<file path="config.mk">
export PLATFORM = sky130hd
export DESIGN_NAME = fetch_unit
export DESIGN_NICKNAME = d
export VERILOG_FILES = /design/src/rtl/fetch_pkg.sv /design/src/rtl/fifo_sync.sv /design/src/rtl/fetch_unit.sv
export SDC_FILE = /design/constraint.sdc
export NUM_CORES = 1
export LEC_CHECK = 0
export BUFFER_PORTS_ARGS = -buffer_cell sky130_fd_sc_hd__buf_4
export CORE_MARGIN = 2
export CORE_UTILIZATION = 58
export CTS_BUF_LIST = sky130_fd_sc_hd__clkbuf_16
export DETAILED_ROUTE_END_ITERATION = 7
export PLACE_DENSITY_LB_ADDON = 0.1
export RECOVER_POWER = 50
export REMOVE_ABC_BUFFERS = 1
export SETUP_SLACK_MARGIN = 0.05
export SYNTH_ARGS = -nofsm -noshare
export SYNTH_HDL_FRONTEND = slang
export SYNTH_SLANG_ARGS = --single-unit
</file>
<file path="constraint.sdc">
create_clock -name clk_i -period 3.5 [get_ports clk_i]
set_input_delay 0.525 -clock clk_i [delete_from_list [all_inputs] [get_ports clk_i]]
set_output_delay 0.525 -clock clk_i [all_outputs]
set_load 0.01 [all_outputs]
</file>
<file path="src/rtl/fetch_pkg.sv">
// fetch_pkg: shared widths, PC step and the fetch-to-decode payload type.
package fetch_pkg;
  localparam int INSTR_W = 32;
  localparam int PC_INCR = 4;
  typedef struct packed {
    logic [31:0]        pc;
    logic [INSTR_W-1:0] instr;
  } fetch_out_t;
endpackage

</file>
<file path="src/rtl/fifo_sync.sv">
// fifo_sync: single-clock FIFO with flush, occupancy count and full/empty flags.
module fifo_sync #(
  parameter int Depth = 4,
  parameter int W = 64
) (
  input  logic                       clk,
  input  logic                       rst_n,
  input  logic                       flush,
  input  logic                       push,
  input  logic [W-1:0]               wdata,
  input  logic                       pop,
  output logic [W-1:0]               rdata,
  output logic [$clog2(Depth+1)-1:0] count,
  output logic                       full,
  output logic                       empty
);
  localparam int AW = Depth > 1 ? $clog2(Depth) : 1;
  localparam int CW = $clog2(Depth + 1);
  logic [W-1:0] mem [Depth];
  logic [AW-1:0] wptr, rptr;
  always_ff @(posedge clk or negedge rst_n) begin
    if (!rst_n) begin
      wptr  <= '0;
      rptr  <= '0;
      count <= '0;
    end else if (flush) begin
      wptr  <= '0;
      rptr  <= '0;
      count <= '0;
    end else begin
      if (push) wptr <= wptr == AW'(Depth - 1) ? '0 : wptr + 1'b1;
      if (pop) rptr <= rptr == AW'(Depth - 1) ? '0 : rptr + 1'b1;
      count <= count + CW'(push) - CW'(pop);
    end
  end
  always_ff @(posedge clk) begin
    if (push && !flush) mem[wptr] <= wdata;
  end
  assign rdata = mem[rptr];
  assign full  = count == CW'(Depth);
  assign empty = count == '0;
endmodule

</file>
<file path="src/rtl/fetch_unit.sv">
// fetch_unit: credit-limited sequential fetch with in-order response pairing and redirect flush.
module fetch_unit
  import fetch_pkg::*;
#(
  parameter int               Width = 32,
  parameter logic [Width-1:0] ResetPc = '0,
  parameter int               MaxOutstanding = 4
) (
  input  logic               clk_i,
  input  logic               rst_ni,
  input  logic               redirect_valid_i,
  input  logic [Width-1:0]   redirect_pc_i,
  output logic               mem_req_valid_o,
  output logic [Width-1:0]   mem_req_addr_o,
  input  logic               mem_req_ready_i,
  input  logic               mem_rsp_valid_i,
  input  logic [INSTR_W-1:0] mem_rsp_data_i,
  output logic               out_valid_o,
  output logic [Width-1:0]   out_pc_o,
  output logic [INSTR_W-1:0] out_instr_o,
  input  logic               out_ready_i
);
  localparam int CW = $clog2(MaxOutstanding + 1);
  logic [Width-1:0] req_pc, rsp_pc, target;
  logic [CW-1:0] inflight, inflight_nxt, drop, count;
  logic req_fire, push, pop, full, empty;
  assign target = redirect_pc_i & ~Width'(3);
  // Buffered words hold credits too, so the buffer can never overflow.
  assign mem_req_valid_o = rst_ni && (({1'b0, inflight} + {1'b0, count}) < (CW + 1)'(MaxOutstanding));
  assign mem_req_addr_o  = req_pc;
  assign req_fire     = mem_req_valid_o && mem_req_ready_i;
  assign push         = mem_rsp_valid_i && drop == '0 && !redirect_valid_i;
  assign out_valid_o  = !empty;
  assign pop          = out_valid_o && out_ready_i;
  assign inflight_nxt = inflight + CW'(req_fire) - CW'(mem_rsp_valid_i);
  always_ff @(posedge clk_i or negedge rst_ni) begin
    if (!rst_ni) begin
      req_pc   <= ResetPc;
      rsp_pc   <= ResetPc;
      inflight <= '0;
      drop     <= '0;
    end else begin
      inflight <= inflight_nxt;
      if (redirect_valid_i) begin
        req_pc <= target;
        rsp_pc <= target;
        drop   <= inflight_nxt;
      end else begin
        if (req_fire) req_pc <= req_pc + Width'(PC_INCR);
        if (push) rsp_pc <= rsp_pc + Width'(PC_INCR);
        if (mem_rsp_valid_i && drop != '0) drop <= drop - 1'b1;
      end
    end
  end
  fifo_sync #(.Depth(MaxOutstanding), .W(Width + INSTR_W)) u_buf (
    .clk   (clk_i),
    .rst_n (rst_ni),
    .flush (redirect_valid_i),
    .push  (push),
    .wdata ({rsp_pc, mem_rsp_data_i}),
    .pop   (pop),
    .rdata ({out_pc_o, out_instr_o}),
    .count (count),
    .full  (full),
    .empty (empty)
  );
  a_no_overflow: assert property (@(posedge clk_i) disable iff (!rst_ni) !(push && full));
endmodule
</file>
Word-level counts from Yosys, hierarchy flattened:

Memories as Yosys holds them, arrays and structs flattened.
Index checks and enable logic that the tools add are counted.

* register bits after elaboration: 77
* bits in writable memories: 256
* input port bits: 70
* memories kept: 1

Memories
* u_buf.mem: words 4, width 64, read ports 1, clocked after memory_dff 0, write ports 1, RTL line fifo_sync.sv:19 `logic [W-1:0] mem [Depth];`

* add/sub/neg operators: 10
* magnitude comparators: 1
* equal/unequal tests: 2
* mux-type cells: 15
* reductions and logical operators: 16

Operator list (count)
* $mux 32: 4
* $add 32x3->32 const B: 2
* $mux 2: 6
* $mux 3: 3
* $reduce_bool 2->1: 4
* $logic_and 1x1->1: 7
* $add 3x1->3: 2
* $logic_not 3->1: 2
* $sub 3x1->3: 2
* $add 2x1->2 const B: 2
* $add 3x3->4: 1
* $eq 2x2->1 const B: 2
* $lt 4x3->1 const B: 1
* $reduce_bool 3->1: 1
* $sub 3x1->3 const B: 1
* $logic_not 1->1: 2
* $mux 1: 2

Depth between registers and ports, before layout:

* depth in word-level cells: 7
* depth in mapped cells: 13
* gate-level depth less buffers: 12

Modules after synthesis:

A second synthesis with hierarchy kept.

* cell total of the unflattened synthesis: 866
* area, all modules: 13963.4 µm²

Modules (own cells, without submodules)
* fifo_sync: instances 1, cells each 375, area an instance 9725.6 µm²
* fetch_unit: instances 1, cells each 491, area an instance 4237.8 µm²

Worst setup path after synthesis:

Ideal clock, no wire load.

* path type: input -> register
* from: input port mem_rsp_valid_i
* to: memory u_buf.mem[0][0] (enable)
* library setup time: 0.427 ns
* data arrival time: 2.687 ns
* setup slack: 0.386 ns
* stages on the path: 4
* cell sequence: clkbuf_1 > and3b_1 > clkbuf_1 > and3_1

* longest elaborated chain between the ends: 5

RTL lines
* start: declaration: RTL line fetch_unit.sv:16 `input logic mem_rsp_valid_i,`
* $logic_and 1x1->1 (2 in series): RTL line fetch_unit.sv:32 `assign push = mem_rsp_valid_i && drop == '0 && !redirect_valid_i;`
* $logic_and 1x1->1: RTL line fifo_sync.sv:37 `if (push && !flush) mem[wptr] <= wdata;`
* $mux 1: RTL line fifo_sync.sv:37
* $mux 1 (implied by the code): RTL line fifo_sync.sv:37
* end: declaration: RTL line fifo_sync.sv:19

Every way passes these cells.

Worst setup path in the final report:

* from: input port redirect_valid_i
* to: register req_pc[4] (netlist: mem_req_addr_o[4])

* longest elaborated chain between the ends: 1

RTL lines
* start: declaration: RTL line fetch_unit.sv:11 `input logic redirect_valid_i,`
* $mux 32 / $reduce_bool 2->1 (equally long branches)
* end signal: assignment: RTL line fetch_unit.sv:38 `req_pc <= ResetPc;`
* end signal: assignment: RTL line fetch_unit.sv:45 `req_pc <= target;`
* end signal: assignment: RTL line fetch_unit.sv:49 `if (req_fire) req_pc <= req_pc + Width'(PC_INCR);`
* end: declaration: RTL line fetch_unit.sv:24 `logic [Width-1:0] req_pc, rsp_pc, target;`

Parallel ways exist; a longest one is shown, timed or not.
A chain may end at the register's enable or synchronous reset.

==> impl_results.md <==
* Port buffer count at 161
* Share of the synthesized area in the top cell type at 55.5%
* Yosys reg bits at 321
* Post-Route Setup TNS at 0 ns
* Final hold vios at 0
* Count leader, synth: edfxtp_1
* Initial Utilization at 59.1%
* Post-CTS resize count at 0
* Sequential share of power at 47.2%
* Antenna-violating nets left at 0
* Cell Pwr Density at 633 nW/um^2
* Clock Latency Late Sink at 0.54 ns
* Crit path time final at 2.96 ns
* Num CTS Buffers at 31
* Power share of the clock group at 30.8%
* Slew HR at -38.3%
* Placer Congestion at 0.865
* Cell count after synthesis at 833
* Clk sinks at 321
* CTS H-tree lvls at 1
* Die width at 156 um
* Max Root-Sink Buffers at 3
* Synth area leaders: edfxtp_1 55%, dfrtp_1 14%, mux4_2 10%
* DRT iter0 DRCs at 637
* Core area at 22700 sq um
* IO Count at 168
* Setup crit end kind: flip-flop
* Die Span Y at 156 um
* First drt pass iteration count at 5
* Switch share at 26.7%
* Mapped cell area at 13400 sq um
* Int Power at 7.29 mW
* Vias in the first global route at 7971
* CP Launch Type: input pin
* Buffers inserted by post-CTS timing repair at 0
* Met2 Resource Use GR at 37.2%
* Kind of critical path: in -> reg
* Grt ovf at 0
* Nets@finish at 1088
* Net Sw Power at 2.65 mW
* Antenna Cells at 0
* Final wirelength at 27200 um
* Area growth, synth to finish at 16.9%
* Peak VDD IR at 0.406 mV
* Full die area at 24400 sq um
* HPWL after DPL at 17600 um
* Routed len/inst at 20.8 um
* Combinational fraction of design power at 22.0%
* First-pass GRT wire length at 43000 um
* Number of flops mapped to enable cells by yosys at 248
* Crit path DAT at 3.37 ns
* Post-synthesis sequential area ratio at 69.1%
* Vias per cell at 6.17
* Worst hold margin at 0.242 ns
* Initial antenna violation count at 0
* Share of layout cells above drive strength 1 at 23.6%
* Synthesis warning total at 0
* Grt peak-use layer: met2
* Tcrit/Tclk final at 84.4%
* # rows at 55
* Commonest cells post-synth: 248 x edfxtp_1, 73 x dfrtp_1, 62 x mux4_2
* Vias at 8090
* Final setup viols at 0
* Mux cell area share after synthesis at 10.7%
* Maximum fanout along the worst path at 44
* Clock transition at path regs at 0.06 ns
* # Max-Cap Violations at 2
* Post-synthesis simple-gate area fraction at 9.69%
* Hold/Removal Path Class: in -> reg
* Distinct cells, synth at 53
* Worst-margin pin slew at 2.07 ns
* Largest net degree at the start of global routing at 45
* Cts hold-fix bufs at 0
* Final Skew at 0.0109 ns
* Max Slew Vio Count at 80
* Xor and xnor area share after synthesis at 1.24%
* RSZ-0062 raised after global routing: no
* Fmax achieved at 0.338 GHz
* CTS tree: built
* Synth Area per Inst at 16.1 sq um
* Grt met3 use at 3.83%
* WP data required at 3.92 ns
* Failing checks: capacitance limit, slew limit
* Area leader, netlist: edfxtp_1
* Post-synth top flop: edfxtp_1
* Leakage Power at 5.38 nW
* Async S/R FF share, synth at 22.7%
* Compound-Gate Fraction of Synth Area at 5.53%
* Post-route DRC violation count at 0
* Post-synthesis adder-cell area fraction at 1.60%
* Largest family of logic cells by synthesized area: multiplexers
* Met1 Resource Use GR at 32.7%
* Status: finished with violations
* Clock root cell: clkbuf_16
* Total GRT Usage at 22.7%
[area by class of cell]
class | instances | area (sq um)
Clock inverter | 26 | 164
Timing Repair Buffer | 182 | 1160
Clock buffer | 31 | 776
Inverter | 19 | 71.3
Multi-Input combinational cell | 447 | 3880
Sequential cell | 321 | 9280
Tap cell | 285 | 357
Fill cell | 1582 | 7010
[metal layers]
layer / part of all wire, % / vias to the layer above / routed length, um
met4: 1.6 / 0 / 425
met5: 0 / - / 0
met3: 7.3 / 38 / 1980
met2: 48 / 342 / 13100
li1: - / 3684 / -
met1: 43 / 4026 / 11700
[cells by family (layout without fill, tap and decap cells)]
group,count (synthesis),count (layout)
adder cells (fa/ha/maj),16,16
multiplexers,66,66
flip-flops,321,321
AND/OR/NAND/NOR,237,237
AO/OA/AOI/OAI,105,105
other,1,4
buffers and inverters,68,258
XOR/XNOR,19,19
[power by group through the flow]
stage	logic, mW	clock network (mW)	registers (mW)
6_report	2.19	3.06	4.69
5_1_grt	2.38	3.28	4.74
4_1_cts	2.27	3.11	4.70
3_5_place_dp	2.26	0	4.77
3_3_place_gp	2.22	0	4.77
2_1_floorplan	1.26	0	4.79
[critical path, stage by stage]
cell	delay, ns
buf_4	0.23
inv_1	0.17
clkbuf_1	1.49
buf_4	0.56
mux2_2	0.38
[path summary, 6_finish.rpt]
kind | start | to | slack (ns) | cells past startpoint
max | redirect_valid_i | mem_req_addr_o[4] | 0.54 | 5
min | redirect_pc_i[2] | rsp_pc[2] | 0.24 | 2
max reg2reg | inflight[2] | mem_req_addr_o[29] | 0.59 | 5
min reg2reg | u_buf.wptr[0] | u_buf.wptr[0] | 0.56 | 2
max in group asynchronous | rst_ni | u_buf.rptr[0] | 1.23 | 3
min in group asynchronous | rst_ni | mem_req_addr_o[28] | 0.71 | 2
[stage by stage]
stage | instances | utilization (%) | setup WS [ns] | instance area [sq um] | power (mW)
after global routing | 1311 | 69.1 | 0.216 | 15700 | 10.4
after CTS | 1311 | 70.2 | 0.534 | 15900 | 10.1
after detailed placement | 1254 | 66.0 | 0.606 | 15000 | 7.03
after global placement | 1254 | 66.0 | 0.633 | 15000 | 6.99
final | 1311 | 69.1 | 0.545 | 15700 | 9.94
after floorplan | 787 | - | -0.239 | 13200 | 6.05
[cell usage in the layout (no fill, tap or decap), drive strengths merged, types with 2 or more instances in the layout]
| master | instances |
|---|---|
| edfxtp | 248 |
| buf | 118 |
| clkbuf | 95 |
| dfrtp | 73 |
| mux4 | 62 |
| nor2 | 53 |
| nand2 | 36 |
| inv | 31 |
| a31oi | 25 |
| nand4 | 20 |
| nand3 | 20 |
| nor4 | 19 |
| o21ai | 16 |
| or4 | 16 |
| a311oi | 15 |
| ha | 14 |
| and3 | 14 |
| a21oi | 13 |
| nor3 | 13 |
| xnor2 | 12 |
| or3 | 11 |
| o31ai | 11 |
| nor2b | 10 |
| clkinv | 10 |
| and4 | 9 |
| o31a | 7 |
| xor2 | 7 |
| a211oi | 7 |
| mux2 | 4 |
| and2 | 4 |
| o41a | 4 |
| conb | 4 |
| or2 | 3 |
| and3b | 2 |
| o311a | 2 |
| fa | 2 |
| clkinvlp | 2 |
| bufinv | 2 |
[sequential cells by signal (all words and copies together), names as in the netlist]
signal,flops
inflight,3
mem_req_addr_o,30
u_buf.count,3
drop,3
rsp_pc,30
u_buf.wptr,2
u_buf.mem,248
u_buf.rptr,2
Power figures use the tool's default switching activity.
